**config.mk**
```make
export PLATFORM = sky130hd
export DESIGN_NAME = flash_arbiter
export DESIGN_NICKNAME = d
export VERILOG_FILES = /design/src/rtl/flash_arb_pkg.sv /design/src/rtl/flash_arbiter_rr_picker.sv /design/src/rtl/flash_arbiter.sv
export SDC_FILE = /design/constraint.sdc
export NUM_CORES = 1
export LEC_CHECK = 0
export ABC_AREA = 1
export CAP_MARGIN = 20
export CORE_ASPECT_RATIO = 0.7
export CORE_UTILIZATION = 42
export CTS_CLUSTER_DIAMETER = 50
export CTS_CLUSTER_SIZE = 28
export DETAILED_ROUTE_END_ITERATION = 8
export PLACE_DENSITY = 0.85
export SYNTH_ARGS = -nofsm -noshare
export SYNTH_HDL_FRONTEND = slang
export SYNTH_SLANG_ARGS = --single-unit
```
**constraint.sdc**
```tcl
create_clock -name clk -period 3.4 [get_ports clk]
set_input_delay 0.51 -clock clk [delete_from_list [all_inputs] [get_ports clk]]
set_output_delay 0.51 -clock clk [all_outputs]
set_load 0.005 [all_outputs]
```
**src/rtl/flash_arb_pkg.sv**
```systemverilog
`default_nettype none
// ============================================================================
//  Module   : flash_arb_pkg
//  Purpose  : Shared types and constants for the flash read arbiter:
//             FSM state encoding, default address/data widths and an
//             index-width helper.
//  Revision : 1.0 - initial release
// ============================================================================
package flash_arb_pkg;

   localparam int FLASH_ADDR_W = 16;
   localparam int FLASH_DATA_W = 16;

   typedef enum logic [1:0] {
      IDLE  = 2'd0,
      ISSUE = 2'd1,
      WAIT  = 2'd2,
      RESP  = 2'd3
   } state_t;

   // Width needed to hold an index 0..n-1, never less than one bit
   function automatic int idx_width(input int n);
      return (n > 1) ? $clog2(n) : 1;
   endfunction

endpackage
`default_nettype wire

```
**src/rtl/flash_arbiter_rr_picker.sv**
```systemverilog
`default_nettype none
// ============================================================================
//  Module   : rr_picker
//  Purpose  : Combinational round-robin search. Returns the first asserted
//             request at or after ptr, wrapping modulo NUM_REQ.
//  Revision : 1.0 - initial release
// ============================================================================
module rr_picker
   import flash_arb_pkg::*;
#(
   parameter int NUM_REQ = 2
)(
   input  logic [NUM_REQ-1:0]              req,
   input  logic [idx_width(NUM_REQ)-1:0]   ptr,
   output logic                            any,
   output logic [idx_width(NUM_REQ)-1:0]   idx
);

   localparam int IDX_W = idx_width(NUM_REQ);

   int w_j;

   // Scan from ptr upward; the first hit wins and later hits are ignored
   always_comb begin
      any = 1'b0;
      idx = '0;
      w_j = 0;
      for (int k = 0; k < NUM_REQ; k++) begin
         w_j = int'(ptr) + k;
         if (w_j >= NUM_REQ) begin
            w_j = w_j - NUM_REQ;
         end
         if (!any && w_j < NUM_REQ && req[w_j]) begin
            any = 1'b1;
            idx = IDX_W'(w_j);
         end
      end
   end

endmodule
`default_nettype wire

```
**src/rtl/flash_arbiter.sv**
```systemverilog
`default_nettype none
// ============================================================================
//  Module   : flash_arbiter
//  Purpose  : Shares one flash memory controller between NUM_REQ read
//             requesters. Round-robin grant, one read outstanding, sequences
//             the fmc start/ready handshake and routes data back.
//  Options  : FLASH_ARB_TIMEOUT_EN - adds a WAIT-state watchdog that returns
//             resp_err=1 / resp_data=0 after TIMEOUT_CYCLES without fmc_ready.
//  Revision : 1.0 - initial release
// ============================================================================
module flash_arbiter
   import flash_arb_pkg::*;
#(
   parameter int NUM_REQ        = 2,
   parameter int ADDR_W         = FLASH_ADDR_W,
   parameter int DATA_W         = FLASH_DATA_W,
   parameter int TIMEOUT_CYCLES = 64
)(
   input  logic                        clk,
   input  logic                        rst,
   input  logic [NUM_REQ-1:0]          req_valid,
   input  logic [NUM_REQ*ADDR_W-1:0]   req_addr,
   output logic [NUM_REQ-1:0]          req_ready,
   output logic [NUM_REQ-1:0]          resp_valid,
   output logic [DATA_W-1:0]           resp_data,
   output logic                        resp_err,
   output logic                        fmc_start,
   output logic [ADDR_W-1:0]           fmc_address,
   input  logic                        fmc_ready,
   input  logic [DATA_W-1:0]           fmc_data,
   output logic                        busy
);

   localparam int IDX_W = idx_width(NUM_REQ);

   state_t              r_state;
   state_t              w_next;
   logic [IDX_W-1:0]    r_rr_ptr;
   logic [IDX_W-1:0]    r_gnt;
   logic [ADDR_W-1:0]   r_addr;
   logic [DATA_W-1:0]   r_data;

   logic                w_any;
   logic [IDX_W-1:0]    w_idx;
   logic                w_accept;
   logic                w_finish;
   logic                w_timeout;
   logic [IDX_W-1:0]    w_ptr_next;

   rr_picker #(
      .NUM_REQ (NUM_REQ)
   ) u_picker (
      .req     (req_valid),
      .ptr     (r_rr_ptr),
      .any     (w_any),
      .idx     (w_idx)
   );

   assign w_accept   = (r_state == IDLE) && w_any;
   assign w_finish   = (r_state == WAIT) && (fmc_ready || w_timeout);
   assign w_ptr_next = (r_gnt == IDX_W'(NUM_REQ - 1)) ? '0 : r_gnt + IDX_W'(1);

`ifdef FLASH_ARB_TIMEOUT_EN
   localparam int CNT_W = idx_width(TIMEOUT_CYCLES);

   logic [CNT_W-1:0]    r_wd_cnt;
   logic                r_err;

   // A real fmc_ready in the final watchdog cycle still wins over the timeout
   assign w_timeout = (r_state == WAIT) && !fmc_ready &&
                      (r_wd_cnt == CNT_W'(TIMEOUT_CYCLES - 1));

   // Watchdog: cleared outside WAIT so it starts at zero on WAIT entry
   always_ff @(posedge clk) begin
      if (rst) begin
         r_wd_cnt <= '0;
         r_err    <= 1'b0;
      end else begin
         r_err <= w_timeout;
         if (r_state != WAIT) begin
            r_wd_cnt <= '0;
         end else begin
            r_wd_cnt <= r_wd_cnt + CNT_W'(1);
         end
      end
   end

   assign resp_err = r_err;
`else
   assign w_timeout = 1'b0;
   assign resp_err  = 1'b0;
`endif

   // State, grant, address and returned-data registers
   always_ff @(posedge clk) begin
      if (rst) begin
         r_state  <= IDLE;
         r_rr_ptr <= '0;
         r_gnt    <= '0;
         r_addr   <= '0;
         r_data   <= '0;
      end else begin
         r_state <= w_next;
         if (w_accept) begin
            r_addr <= req_addr[int'(w_idx)*ADDR_W +: ADDR_W];
            r_gnt  <= w_idx;
         end
         if (w_finish) begin
            r_data   <= w_timeout ? '0 : fmc_data;
            r_rr_ptr <= w_ptr_next;
         end
      end
   end

   // Next-state logic and the combinational accept pulse
   always_comb begin
      w_next    = r_state;
      req_ready = '0;
      case (r_state)
         IDLE: begin
            if (w_any) begin
               w_next = ISSUE;
               // Held low during reset so no requester believes it was taken
               if (!rst) begin
                  req_ready[w_idx] = 1'b1;
               end
            end
         end
         ISSUE:   w_next = WAIT;
         WAIT: begin
            if (fmc_ready || w_timeout) begin
               w_next = RESP;
            end
         end
         RESP:    w_next = IDLE;
         default: w_next = IDLE;
      endcase
   end

   // One-hot response strobe toward the granted requester
   always_comb begin
      resp_valid = '0;
      if (r_state == RESP) begin
         resp_valid[r_gnt] = 1'b1;
      end
   end

   assign fmc_start   = (r_state == ISSUE);
   assign fmc_address = r_addr;
   assign resp_data   = r_data;
   assign busy        = (r_state != IDLE);

endmodule
`default_nettype wire

```
==> flow_metrics.py, run 1 <==
metrics = {
    "placed_design": {
        "dpl.hpwl_um": 3400,
        "place.gp.congestion": 0.809,
        "io_buffer_count": 90,
    },
    "run": {
        "cap_violations": 0,
    },
    "setup_path": {
        "endpoint_kind": "output port",
        "crit_slowest_cell": "clkdlybuf4s50_1",
        "worstPathCellList": "clkdlybuf4s50_1 -> nand2_2 -> nand2_4 -> nor3b_1 -> clkdlybuf4s50_1",
        "start_kind": "input pin",
        "cp_max_fo": 19,
        "cp.required_ns": 2.89,
        "worstPathArrival_ns": 2.36,
        "timing.critical_path.mode_cell": "clkdlybuf4s50_1",
        "rrSetupSlack_ns": 1.29,
        "crit_type": "in -> out",
        "max_stage_delay_ns": 0.56,
    },
    "timing": {
        "clock_skew_ns": 0.0104,
        "rsz0062_at_grt": "false",
        "worst_pin_slew_ns": 0.541,
        "layout_min_cycle_time_ns": 2.87,
        "slew_violations": 0,
        "post-route-period-util_pct": 84.3,
        "setup_viol": 0,
        "setup_tns_ns": 0,
        "maxSlewHeadroom_pct": 63.8,
        "hold_violations": 0,
        "fmax_mhz": 349,
    },
    "grt": {
        "grt_pass1_vias": 1662,
        "antenna_found_initial": 0,
        "grt_usage_pct": 21.7,
        "grt_overflow": 0,
        "grt_first_pass_wirelength_um": 7420,
        "grt_max_degree": 22,
    },
    "pwr": {
        "powerDensity_nw_per_um2": 612,
        "leakagePower_nw": 1.22,
        "ir_drop_uv": 319,
    },
    "floorplanning": {
        "row_count": 19,
        "die_area_sq_um": 4480,
        "dieWidth_um": 79.5,
        "io_pins": 92,
        "core_area_sq_um": 3970,
        "die_h_um": 56.3,
        "initial_core_util_pct": 44.5,
    },
    "finish": {
        "num-nets-final": 395,
        "area_growth_pct": 56.1,
        "fillers": 340,
        "fin_util_pct": 69.5,
        "drive_above_1_share_pct": 7.12,
        "diodes": 0,
    },
    "clock_tree": {
        "clock-root-buffer": "clkbuf_8",
        "ctsResizeCount": 0,
        "cts_made_buffers": 5,
        "cts_tree": "yes",
        "clockBufferDepth": 2,
        "clk_latency_ns": 0.28,
        "clk_pin_slew_worst_paths_ns": 0.07,
        "hold_buffers": 0,
        "postCtsSetupBuffers": 0,
        "htree_num_levels": 2,
        "clock-sinks": 36,
    },
    "synth": {
        "syn-cell-area_sq_um": 1770,
        "ys.flop_type": "dfxtp_1",
        "synth-edff-count": 0,
        "synth_warnings": 0,
        "synthArstFlopShare_pct": 0,
        "syn_inst": 250,
        "synthesis.nets": 308,
        "synth_cell_types": 22,
        "syn_area_per_cell_sq_um": 7.07,
        "ys_ff_latch": 36,
        "yosysSeqAreaShare_pct": 40.8,
    },
    "detailed_routing": {
        "dr.pass1.iters": 4,
        "final_antenna_net_count": 0,
        "drt_iter0_drc": 65,
        "drt_wl_total_um": 4550,
        "drc": 0,
        "wire_per_inst_um": 11.7,
        "vias": 1811,
        "viasPerCell": 4.66,
    },
    "outcome": {
        "run_status": "completed",
    },
    "worst_hold_path": {
        "hold_path.class": "reg -> reg",
    },
}
[cell families after synthesis]
kind of cell	synth area share, %
AO/OA/AOI/OAI	11.4
adder cells (fa/ha/maj)	3.54
buffers and inverters	13.5
flip-flops	40.8
other	0.212
AND/OR/NAND/NOR	30.6
[power breakdown]
part	internal (mW)	switching [mW]	total [mW]
logic	0.419	0.373	0.791
clock network	0.139	0.146	0.285
registers	0.545	0.0678	0.613
[per-stage QoR]
step / instances / power [mW] / hold slack (ns) / setup slack (ns) / area [sq um]
2_1_floorplan: 250 / 1.05 / 0.447 / 1.79 / 1770
3_5_place_dp: 382 / 1.42 / 0.473 / 0.530 / 2680
5_1_grt: 389 / 1.82 / 0.509 / 0.375 / 2760
6_report: 389 / 1.69 / 0.486 / 0.534 / 2760
3_3_place_gp: 382 / 1.39 / 0.460 / 0.584 / 2680
4_1_cts: 389 / 1.70 / 0.489 / 0.530 / 2760
[sequential cells by signal, summed over array words and instances, names as in the netlist]
signal	flops
r_gnt	1
r_state	2
fmc_address	16
resp_data	16
r_rr_ptr	1
[cells in the mapped netlist (all sizes together), types with 4 or more instances]
library cell / number / share of area [%]
nand3: 33 / 12
clkbuf: 4 / 0.85
nand2: 42 / 9.5
ha: 5 / 3.5
a21oi: 19 / 5.4
dfxtp: 36 / 41
inv: 41 / 8.8
buf: 9 / 3.6
o21ai: 19 / 6.0
nor2: 38 / 8.1
[layout by cell type (no fill, tap or decap), types with 3 or more instances in the layout]
master           netlist  routed
nand3_1               23      23
dfxtp_1               36      36
nand2_1               40      40
inv_1                 40      40
nand3_2               10      10
clkdlybuf4s50_1        0      90
nor2_1                38      38
ha_1                   5       5
clkbuf_8               0       5
a21oi_1               19      19
buf_4                  3       3
o21ai_0               18      18
[layout make-up]
class	instances	area, sq um	area share, %
flip-flops and latches	36	721	26.1
well taps	52	65.1	2.36
multi-input cells	159	808	29.3
repair buffers	93	923	33.5
clock buffers	5	68.8	2.49
clock inverters	2	12.5	0.454
inverters	42	160	5.80
[worst max-delay path: cells and delay by family]
kind / cells / cell delay [ns]
simple gates: 3 / 0.74
buf+inv: 2 / 1.11
[final timing paths]
check | start | endpoint | depth (start not counted)
setup / recovery | req_valid[0] | req_ready[0] | 5
hold / removal | resp_data[2]$_SDFFE_PP0P_ | resp_data[2]$_SDFFE_PP0P_ | 2
setup reg to reg | r_state[0]$_SDFFE_PP0P_ | r_rr_ptr$_SDFFE_PP0P_ | 6
hold reg to reg | resp_data[2]$_SDFFE_PP0P_ | resp_data[2]$_SDFFE_PP0P_ | 2
[routing by layer]
metal  vias to the layer above  global-route usage [%]  share of wire [%]  routed length, um
met5                         -                       0                  0                  0
met4                         0                    7.79                1.8                 80
met3                         9                    4.72                6.9                313
met2                        69                    33.9                 44               2000
met1                       788                    29.3                 47               2160
li1                        945                       -                  -                  -
Note: power is estimated with default switching activity, not from simulation.
==> run 2, diff against run 1 <==
--- a/config.mk
+++ b/config.mk
@@ -8,11 +8,11 @@
 export ABC_AREA = 1
 export CAP_MARGIN = 20
 export CORE_ASPECT_RATIO = 0.7
-export CORE_UTILIZATION = 42
+export CORE_UTILIZATION = 39
 export CTS_CLUSTER_DIAMETER = 50
 export CTS_CLUSTER_SIZE = 28
 export DETAILED_ROUTE_END_ITERATION = 8
-export PLACE_DENSITY = 0.85
+export PLACE_DENSITY = 0.79
 export SYNTH_ARGS = -nofsm -noshare
 export SYNTH_HDL_FRONTEND = slang
 export SYNTH_SLANG_ARGS = --single-unit
==> constraint.sdc (replaced) <==
create_clock -name clk -period 2.7 [get_ports clk]
set_input_delay 0.405 -clock clk [delete_from_list [all_inputs] [get_ports clk]]
set_output_delay 0.405 -clock clk [all_outputs]
set_load 0.005 [all_outputs]
==> run 2 against run 1 <==
Compared with the run above: die area grew 7.5%; core utilization fell by 5.4 points; via count grew 0.22%; sequential cell count stayed put; clock-buffer cell count grew 1; critical path type is now reg -> out; clock skew down 0.0065 ns; clock power rose by 22%; sequential share of layout area shrank 0.28 points; routed wire length grew 2.5%; non-clock buffer count is 4 higher; critical path depth is the same; highest routed layer unchanged.
==> flow_metrics.py, run 2 (same netlist as run 1, synthesis figures left out) <==
metrics = {
    "finish": {
        "num-nets-final": 399,
        "drive_above_1_share_pct": 7.92,
        "fin_util_pct": 64.1,
        "mostFrequentLayoutCells": "90 x clkdlybuf4s50_1, 40 x inv_1, 40 x nand2_1",
        "final_common_cell": "clkdlybuf4s50_1",
        "area_growth_pct": 57.7,
        "diodes": 0,
    },
    "setup_path": {
        "critPathBufInv": 2,
        "worstSetupEndpoint": "req_ready[0]",
        "crit_slowest_cell": "clkdlybuf4s50_1",
        "cp.depth": 5,
        "cp.required_ns": 2.30,
        "r2r_start": "r_state[0]$_SDFFE_PP0P_",
        "startpoint": "r_state[0]$_SDFFE_PP0P_",
        "worstPathArrival_ns": 1.90,
        "worstPathCellList": "inv_1 -> ha_1 -> nand2_1 -> nor3b_1 -> clkdlybuf4s50_1",
        "cp_max_fo": 4,
        "rr_endpoint": "resp_data[6]$_SDFFE_PP0P_",
        "rrSetupSlack_ns": 0.82,
        "endpoint_kind": "output port",
        "max_stage_delay_ns": 0.55,
        "crit_type": "reg -> out",
        "cp_top_family": "buffers and inverters",
        "r2r_cells": 7,
        "start_kind": "flop",
    },
    "run": {
        "cap_violations": 0,
    },
    "clock_tree": {
        "hold_buffers": 0,
        "clockBufferDepth": 2,
        "htree_num_levels": 2,
        "cts_tree": "yes",
        "postCtsSetupBuffers": 0,
        "ctsResizeCount": 0,
        "clk_latency_ns": 0.28,
        "clock-root-buffer": "clkbuf_8",
        "clk_pin_slew_worst_paths_ns": 0.07,
        "clock-sinks": 36,
        "cts_made_buffers": 5,
    },
    "timing": {
        "setup_tns_ns": 0,
        "worst_pin_slew_ns": 0.534,
        "hold_violations": 0,
        "rsz0062_at_grt": "false",
        "slew_violations": 0,
        "clock_skew_ns": 0.00392,
        "post-route-period-util_pct": 85.5,
        "setup_viol": 0,
        "maxSlewHeadroom_pct": 64.3,
        "fmax_mhz": 433,
        "layout_min_cycle_time_ns": 2.31,
    },
    "grt": {
        "use_met3_pct": 7.75,
        "grt_first_pass_wirelength_um": 7310,
        "grt_usage_pct": 20.7,
        "grt_overflow": 0,
        "grt_max_degree": 21,
        "use_met1_pct": 25.4,
        "busiest_layer": "met2",
        "grt_use_met2_pct": 34.0,
        "antenna_found_initial": 0,
        "grt_pass1_vias": 1630,
    },
    "detailed_routing": {
        "wire_per_inst_um": 11.8,
        "vias": 1815,
        "drt_iter0_drc": 55,
        "final_antenna_net_count": 0,
        "drc": 0,
        "dr.pass1.iters": 4,
        "viasPerCell": 4.58,
        "drt_wl_total_um": 4670,
    },
    "pwr": {
        "power_frac_comb_pct": 47.8,
        "p_sw_mw": 0.743,
        "powerDensity_nw_per_um2": 771,
        "leakagePower_nw": 1.24,
        "p_int_mw": 1.41,
        "ir_drop_uv": 421,
        "sw_frac_of_total_pct": 34.5,
        "seqPwrFrac_pct": 36.0,
        "p_clk_share_pct": 16.2,
    },
    "placed_design": {
        "io_buffer_count": 90,
        "dpl.hpwl_um": 3370,
        "place.gp.congestion": 0.755,
    },
    "floorplanning": {
        "row_count": 20,
        "die_area_sq_um": 4810,
        "dieWidth_um": 82.5,
        "core_area_sq_um": 4350,
        "io_pins": 92,
        "initial_core_util_pct": 40.6,
        "die_h_um": 58.3,
    },
    "outcome": {
        "run_status": "completed",
    },
    "worst_hold_path": {
        "min_from": "resp_data[11]$_SDFFE_PP0P_",
        "hold_path.class": "reg -> reg",
    },
}
## run 2: worst min-delay path by stage
| stage | end | cells after the start |
|---|---|---|
| floorplan | r_rr_ptr$_SDFFE_PP0P_ | 1 |
| global placement | resp_data[1]$_SDFFE_PP0P_ | 2 |
| detailed placement | resp_data[10]$_SDFFE_PP0P_ | 2 |
| CTS | resp_data[7]$_SDFFE_PP0P_ | 2 |
| global route | resp_data[15]$_SDFFE_PP0P_ | 2 |
| finish | resp_data[11]$_SDFFE_PP0P_ | 2 |
## run 2: per-layer routing
layer	up-vias	routed length, um	share of wire, %
met5	-	0	0
met4	0	46	0.99
met3	4	343	7.4
met2	66	2070	44
met1	793	2210	47
li1	952	-	-
## run 2: layout make-up
type,instances,area [sq um]
inverters,42,160
clock inverters,1,5.00
flip-flops and latches,36,721
fillers,415,1570
well taps,55,68.8
repair buffers,97,953
multi-input cells,159,808
clock buffers,6,72.6
## run 2: worst register-to-register path, cell delays in order (launching register included)
cell      delay, ns
dfxtp_1        0.40
inv_1          0.11
ha_1           0.24
nand2_1        0.42
clkinv_1       0.20
buf_4          0.24
nor2_1         0.11
nor2_1         0.05
## run 2: power groups by stage
stage          clock, mW  sequential, mW  combinational (mW)
2_1_floorplan          0           0.788               0.537
3_3_place_gp           0           0.780                1.01
3_5_place_dp           0           0.784                1.03
4_1_cts            0.363           0.775                1.04
5_1_grt            0.391           0.793                1.15
6_report           0.349           0.774                1.03
## run 2: through the flow
step                instance area [sq um]  instances  setup WS [ns]  hold WS [ns]  total power [mW]
floorplan                            1770        250           1.27         0.447              1.32
finish                               2790        396          0.392         0.486              2.15
CTS                                  2790        396          0.369         0.487              2.17
global route                         2790        396          0.273         0.508              2.34
detailed placement                   2710        389          0.393         0.472              1.81
global placement                     2710        389          0.458         0.461              1.79
